## src/rtl/serial_add_ctrl.sv

```systemverilog
// serial_add_ctrl: bit-serial add/subtract, LSB first, sharing one full-adder cell.
// Result, cout and ovf are returned over a start/done handshake.
module adder_exercise (
   input  logic a,
   input  logic b,
   input  logic cin,
   output logic sum,
   output logic cout
);
   assign sum  = a ^ b ^ cin;
   assign cout = (a & b) | (cin & (a ^ b));
endmodule

module serial_add_ctrl #(
   parameter int WIDTH = 8
) (
   input  logic             clk,
   input  logic             rst_n,
   input  logic             start,
   input  logic             sub,
   input  logic [WIDTH-1:0] op_a,
   input  logic [WIDTH-1:0] op_b,
   input  logic             cin,
   output logic             busy,
   output logic             done,
   output logic [WIDTH-1:0] result,
   output logic             cout,
   output logic             ovf
);
   localparam int CW = $clog2(WIDTH) + 1;
   typedef enum logic [1:0] {IDLE, RUN, DONE} state_t;
   state_t state, state_nx;
   logic [CW-1:0] cnt;
   logic [WIDTH-1:0] a_sr, b_sr;
   logic carry, sum_fa, cout_fa, last;

   adder_exercise u_fa (.a(a_sr[0]), .b(b_sr[0]), .cin(carry), .sum(sum_fa), .cout(cout_fa));

   assign last = cnt == CW'(WIDTH - 1);

   always_ff @(posedge clk or negedge rst_n)
      if (!rst_n) state <= IDLE;
      else state <= state_nx;

   always_comb
      state_nx = (state == IDLE && start) ? RUN  :
                 (state == RUN && last)   ? DONE :
                 (state == DONE)          ? IDLE : state;

   always_comb begin
      busy = state == RUN;
      done = state == DONE;
   end

   // Subtract is A + ~B + 1, so the inversion and forced carry happen at capture.
   always_ff @(posedge clk or negedge rst_n)
      if (!rst_n) begin
         a_sr   <= '0;
         b_sr   <= '0;
         carry  <= 1'b0;
         cnt    <= '0;
         result <= '0;
         cout   <= 1'b0;
         ovf    <= 1'b0;
      end else if (state == IDLE && start) begin
         a_sr  <= op_a;
         b_sr  <= sub ? ~op_b : op_b;
         carry <= sub | cin;
         cnt   <= '0;
      end else if (state == RUN) begin
         result <= {sum_fa, result[WIDTH-1:1]};
         a_sr   <= a_sr >> 1;
         b_sr   <= b_sr >> 1;
         carry  <= cout_fa;
         cnt    <= cnt + CW'(1);
         if (last) begin
            cout <= cout_fa;
            ovf  <= carry ^ cout_fa;
         end
      end
endmodule

```

## config.mk

```make
export PLATFORM = sky130hd
export DESIGN_NAME = serial_add_ctrl
export DESIGN_NICKNAME = d
export VERILOG_FILES = /design/src/rtl/serial_add_ctrl.sv
export SDC_FILE = /design/constraint.sdc
export NUM_CORES = 1
export LEC_CHECK = 0
export CORE_MARGIN = 8
export CORE_UTILIZATION = 52
export DETAILED_ROUTE_END_ITERATION = 8
export DONT_BUFFER_PORTS = 1
export PLACE_DENSITY = 0.77
export SYNTH_ARGS = -nofsm -noshare
export SYNTH_HDL_FRONTEND = slang
export SYNTH_SLANG_ARGS = --single-unit
```

## constraint.sdc

```tcl
create_clock -name clk -period 3.2 [get_ports clk]
set_input_delay 0.48 -clock clk [delete_from_list [all_inputs] [get_ports clk]]
set_output_delay 0.48 -clock clk [all_outputs]
set_load 0.02 [all_outputs]
```

==> results.txt, run 1 <==
Skew-Pair Late Insertion Delay = 0.32 ns
Top Metal Used = met4
Synth Cell Area = 1570 sq um
H-tree Lvls = 2
Congestion Overflow GR = 0
crit path from = state[1]
Fmax = 0.446 GHz
Via Count = 1053
RSZ-0062 raised after global routing = false
Routed Antenna Nets = 0
hold_sp = op_a[7]
die area = 5020 sq um
minimum clock period = 2.24 ns
Starting Density = 53.0%
Leak = 0.796 nW
kind of critical path = reg -> out
Yosys reg bits = 33
outcome = complete, no violations
std cell rows = 20
CP max FO = 21
max_cap viols = 0
area grow syn2layout = 4.32%
WL final = 3060 um
synth unique cells = 31
clk slew on worst S/H paths = 0.09 ns
met3 wire length = 276 um
vias per cell = 5.88
Final Max Slew Viols = 0
GRT Total Usage = 12.8%
ant diodes = 0
Worst EP arrival = 1.76 ns
post-synthesis cell count = 147
CTS sink count = 33
TNS Setup = 0 ns
post-synthesis net count = 170
min-delay worst type = in -> reg
CTS tree = built
WL/cell = 17.1 um
# DRC = 0
layout cells sized above 1 = 9.59%
DR iter-0 viols = 53
initial antenna violation count = 0
top post-synthesis cells by area = dfrtp_1, nand2_1, xor2_1
Final Setup Violations = 0
Final Cycle Share = 70.1%
top_reg_cell synth = dfrtp_1
Yosys warnings = 0
Worst Skew = 0.00352 ns
CTS max path bufs = 2
Critical R2R Launch = state[1]
mean post-synth cell area = 10.6 sq um
Root Driver = clkbuf_4
vias in the first global route = 1062
TritonCTS buffer count = 5
Port-buffer cells = 0
nets = 169
number of synthesized flops with an enable pin = 0
Metal-1 WL = 1290 um
CP Launch Type = flip-flop
crit end category = output pin
most frequent cells after synthesis = nand2_1, dfrtp_1, o21ai_1, xor2_1
Yosys top cell by area = dfrtp_1
Fin. Hold Viols = 0
HPWL Detailed = 2170 um
Slew @ Worst Pin = 0.800 ns
I/O pin count = 33
FFs w/ async S/R, synth = 100%
CP required = 2.72 ns
top cell type's share of synthesized area = 52.8%
worst vdd ir = 372 uV
sequential cell area fraction in the yosys report = 52.8%
Power Density = 918 nW/um^2
Initial DRT Pass Iterations = 4
Die Ht = 70.9 um
Placer Congestion = 0.764
most numerous cell in the Yosys netlist = nand2_1
Placed Cells = 170
met2 wire length = 1450 um
largest net degree at the start of global routing = 34
Die Span X = 70.9 um
core area = 2950 sq um
first-pass GRT wire length = 5110 um
Slew Limit Headroom = 46.7%
Layout Cells excl Fill = 179
[path summary, 6_finish.rpt]
kind,end,slack (ns),cells after the start
setup / recovery,busy,0.96,2
hold / removal,a_sr[7],0.32,1
setup reg to reg,cout,1.13,4
hold reg to reg,a_sr[7],0.50,1
max in group asynchronous,b_sr[4],2.43,2
min in group asynchronous,result[0],0.61,2
[repair_timing]
item,in CTS,in global routing
resized for setup,0,0
endpoints found under the hold margin,33,0
hold buffers,2,0
setup buffers,0,0
[power breakdown]
part,internal [W],switching [W],total [W],leakage (nW)
registers,0.000577,0.000233,0.000810,0.426
clock network,0.000104,0.000132,0.000236,0.0314
logic,0.000208,0.000245,0.000452,0.338
total,0.000889,0.000609,0.00150,0.796
[logic make-up after synthesis]
group           Yosys count  synth area share [%]
flops                    33                  52.8
fa+ha+maj                 2                  2.08
xor+xnor                  9                  5.04
mux                       3                  2.56
buf+inv                  14                  4.80
simple gates             54                  17.7
compound gates           32                  15.1
[state kept, by name, summed over array words and instances (netlist names)]
signal  cells
a_sr        8
b_sr        8
result      8
cnt         4
state       2
carry       1
cout        1
ovf         1
[layout by cell type (no fill, tap or decap), types with 2 or more instances in the layout]
cell / netlist / final
nor2b_1: 4 / 4
nand2_1: 38 / 38
a22oi_1: 8 / 8
inv_1: 3 / 3
dfrtp_1: 33 / 33
a221o_1: 5 / 5
nand3_1: 2 / 2
xor2_1: 9 / 9
clkbuf_4: 0 / 5
mux2_4: 2 / 2
o21ai_0: 2 / 2
o21ai_1: 9 / 9
a222oi_1: 2 / 2
nor3b_1: 5 / 5
[layer usage]
layer	vias up	global-route usage, %
met1	506	14.7
li1	506	-
met4	0	4.16
met3	6	7.06
met5	-	0
met2	35	19.9
[worst max-delay path, stage by stage, from the launching register on]
cell      delay (ns)
dfrtp_1         0.77
nand2b_2        0.37
clkinv_2        0.30
[stage by stage]
stage          hold WS [ns]  total power [W]  setup slack [ns]  utilization (%)  instance area (sq um)
5_1_grt               0.301          0.00161             0.835             55.3                   1630
3_5_place_dp          0.185          0.00127              1.14             52.4                   1550
6_report              0.324          0.00150             0.956             55.3                   1630
4_1_cts               0.309          0.00151             0.946             55.3                   1630
3_3_place_gp          0.186          0.00123              1.20             52.4                   1550
2_1_floorplan         0.184          0.00118              1.74                -                   1570
[final cells by class]
| type | count | area (sq um) |
|---|---|---|
| well taps | 33 | 41.3 |
| repair buffers | 2 | 30.0 |
| multi-input cells | 100 | 664 |
| fillers | 266 | 1320 |
| clock buffers | 7 | 55.1 |
| flip-flops and latches | 33 | 826 |
| inverters | 4 | 16.3 |
Power figures use the tool's default switching activity.
==> inputs of run 2 (changes only) <==
Settings changed: ABC_AREA from default to 1.
Clock period 3.2 ns to 2.1 ns, I/O delays scaled along.
==> run 2 against run 1 <==
Flip-flop and latch count stayed put. Clock power is 53% higher. Die area is 0.13% higher. Non-clock buffer count stayed put. Cell count is 26% higher. Clock skew is 0.0039 ns higher. Cell area is 1.1% higher. Global-route usage is 0.24 points higher. Clock-buffer cell count stayed put. Critical endpoint unchanged. Largest cell class unchanged.
==> results.txt, run 2 <==
number of synthesized flops with an enable pin = 0
overall power = 0.00225 W
CP max FO = 28
commonest non-fill, non-tap cells in the layout = nand2_1, dfrtp_1, nand3_1
CP required = 1.78 ns
Yosys reg bits = 33
TritonCTS buffer count = 5
delay-heaviest family, CP = flip-flops
CTS sink count = 33
Final Setup Violations = 0
ant diodes = 0
DR iter-0 viols = 87
WHS Path Cells = 2
final core utilization = 55.9%
Reg-to-Reg End = result[4]
Die Span X = 70.9 um
Final Max Slew Viols = 0
initial antenna violation count = 0
post-synthesis cell count = 188
min-delay worst type = in -> reg
Slew @ Worst Pin = 0.471 ns
max_cap viols = 0
CP Launch Type = flip-flop
WL final = 3130 um
most frequent cells after synthesis = nand2_1, dfrtp_1, nand3_1
Root Driver = clkbuf_4
H-tree Lvls = 2
HPWL Detailed = 2260 um
# DRC = 0
Fin. Hold Viols = 0
core area = 2950 sq um
Worst EP arrival = 1.31 ns
vias per cell = 5.32
Port-buffer cells = 0
Layout Cells excl Fill = 225
first-pass GRT wire length = 5130 um
Yosys warnings = 0
Fmax = 0.615 GHz
Skew-Pair Late Insertion Delay = 0.33 ns
CTS max path bufs = 2
clk slew on worst S/H paths = 0.10 ns
Hold Path Sink = a_sr[7]
FFs w/ async S/R, synth = 100%
GRT Total Usage = 13.1%
layout cells sized above 1 = 7.81%
Final Cycle Share = 77.4%
kind of critical path = reg -> out
top_reg_cell synth = dfrtp_1
nets = 215
Yosys top cell by area = dfrtp_1
Fin Hold WS = 0.0995 ns
outcome = complete, no violations
Via Count = 1196
Buffers & Inverters on Critical Path = 1
TNS Setup = 0 ns
RSZ-0062 raised after global routing = false
std cell rows = 20
worst vdd ir = 542 uV
commonest non-fill, non-tap cell in the layout = nand2_1
hold_sp = op_a[7]
Slew Limit Headroom = 68.5%
top cell type's share of synthesized area = 52.7%
CTS tree = built
Starting Density = 53.1%
crit end category = output pin
Critical R2R Launch = state[0]
Routed Antenna Nets = 0
mean post-synth cell area = 8.34 sq um
WL/cell = 13.9 um
crit path cell chain = inv_2 > nor2_8
largest net degree at the start of global routing = 34
synth unique cells = 22
minimum clock period = 1.63 ns
Leak = 0.853 nW
I/O pin count = 33
Placed Cells = 216
Worst Reg2Reg Path Length in Cells = 5
area grow syn2layout = 5.35%
post-synthesis net count = 211
Critical Path Slowest Stage Cell = dfrtp_1
Power Density = 1360 nW/um^2
Worst Skew = 0.00745 ns
Congestion Overflow GR = 0
Synth Cell Area = 1570 sq um
top post-synthesis cells by area = dfrtp_1, nand2_1, nand3_1
setup repair bufs after CTS = 0
most numerous cell in the Yosys netlist = nand2_1
vias in the first global route = 1103
sequential cell area fraction in the yosys report = 52.7%
Largest regs = a_sr x8, b_sr x8, result x8
die area = 5030 sq um
crit-path max cell delay = 0.50 ns
Placer Congestion = 0.767
r2r setup slk = 0.71 ns
Initial DRT Pass Iterations = 4
Die Ht = 70.9 um
run 2: cell count changes after synthesis, moves of 4 or more:
cell     before  now
nand2_1      38   78
nand3_1       2   17
inv_1         3   16
o21ai_0       2   13
o21ai_1       9    0
a22oi_1       8    0
xor2_1        9    1
buf_2         8    1
nand4_1       0    7
a221o_1       5    0
nor3b_1       5    0
inv_2         0    4
nor2b_1       4    0
run 2: routing by layer:
metal	wire length, um	up-vias	GRT usage, %
met4	42	0	6.24
met2	1570	24	21.5
met5	0	-	0
met3	108	5	4.38
met1	1400	566	14.9
li1	-	601	-
run 2: power breakdown:
group | switching, W | internal, W | total (W) | leakage (nW)
Clock | 0.000202 | 0.000158 | 0.000360 | 0.0314
Sequential | 0.000293 | 0.000888 | 0.00118 | 0.424
Combinational | 0.000459 | 0.000254 | 0.000713 | 0.398
run 2: worst max-delay path by stage:
stage | startpoint | to | depth (start not counted)
after floorplan | carry | ovf | 4
final | state[0] | busy | 2
after global placement | state[0] | result[6] | 5
after detailed placement | state[0] | result[6] | 5
after CTS | state[0] | busy | 2
after global routing | state[0] | busy | 2
run 2: cell families after synthesis:
kind of cell	share of synthesized area [%]
AOI/OAI and AO/OA	6.38
xor gates and xnor gates	1.12
adders and majority gates	2.07
buffers and inverters	7.50
DFF	52.7
and+or+nand+nor	30.2
run 2: through the flow:
stage	setup WS [ns]	area, sq um
6_report	0.474	1650
5_1_grt	0.380	1650
2_1_floorplan	0.843	1570
3_3_place_gp	0.799	1570
3_5_place_dp	0.733	1570
4_1_cts	0.469	1650
run 2: layout make-up:
type,instances,area (sq um)
fill,269,1300
tap,33,41.3
timing repair buffer,2,30.0
multi-input combinational,130,624
inverter,20,75.1
clock buffer,7,55.1
sequential,33,826
run 2: timing repair:
item                      4_1_cts  5_1_grt
hold buffers                    2        0
resized for setup               0        0
hold endpoints to repair       33        0
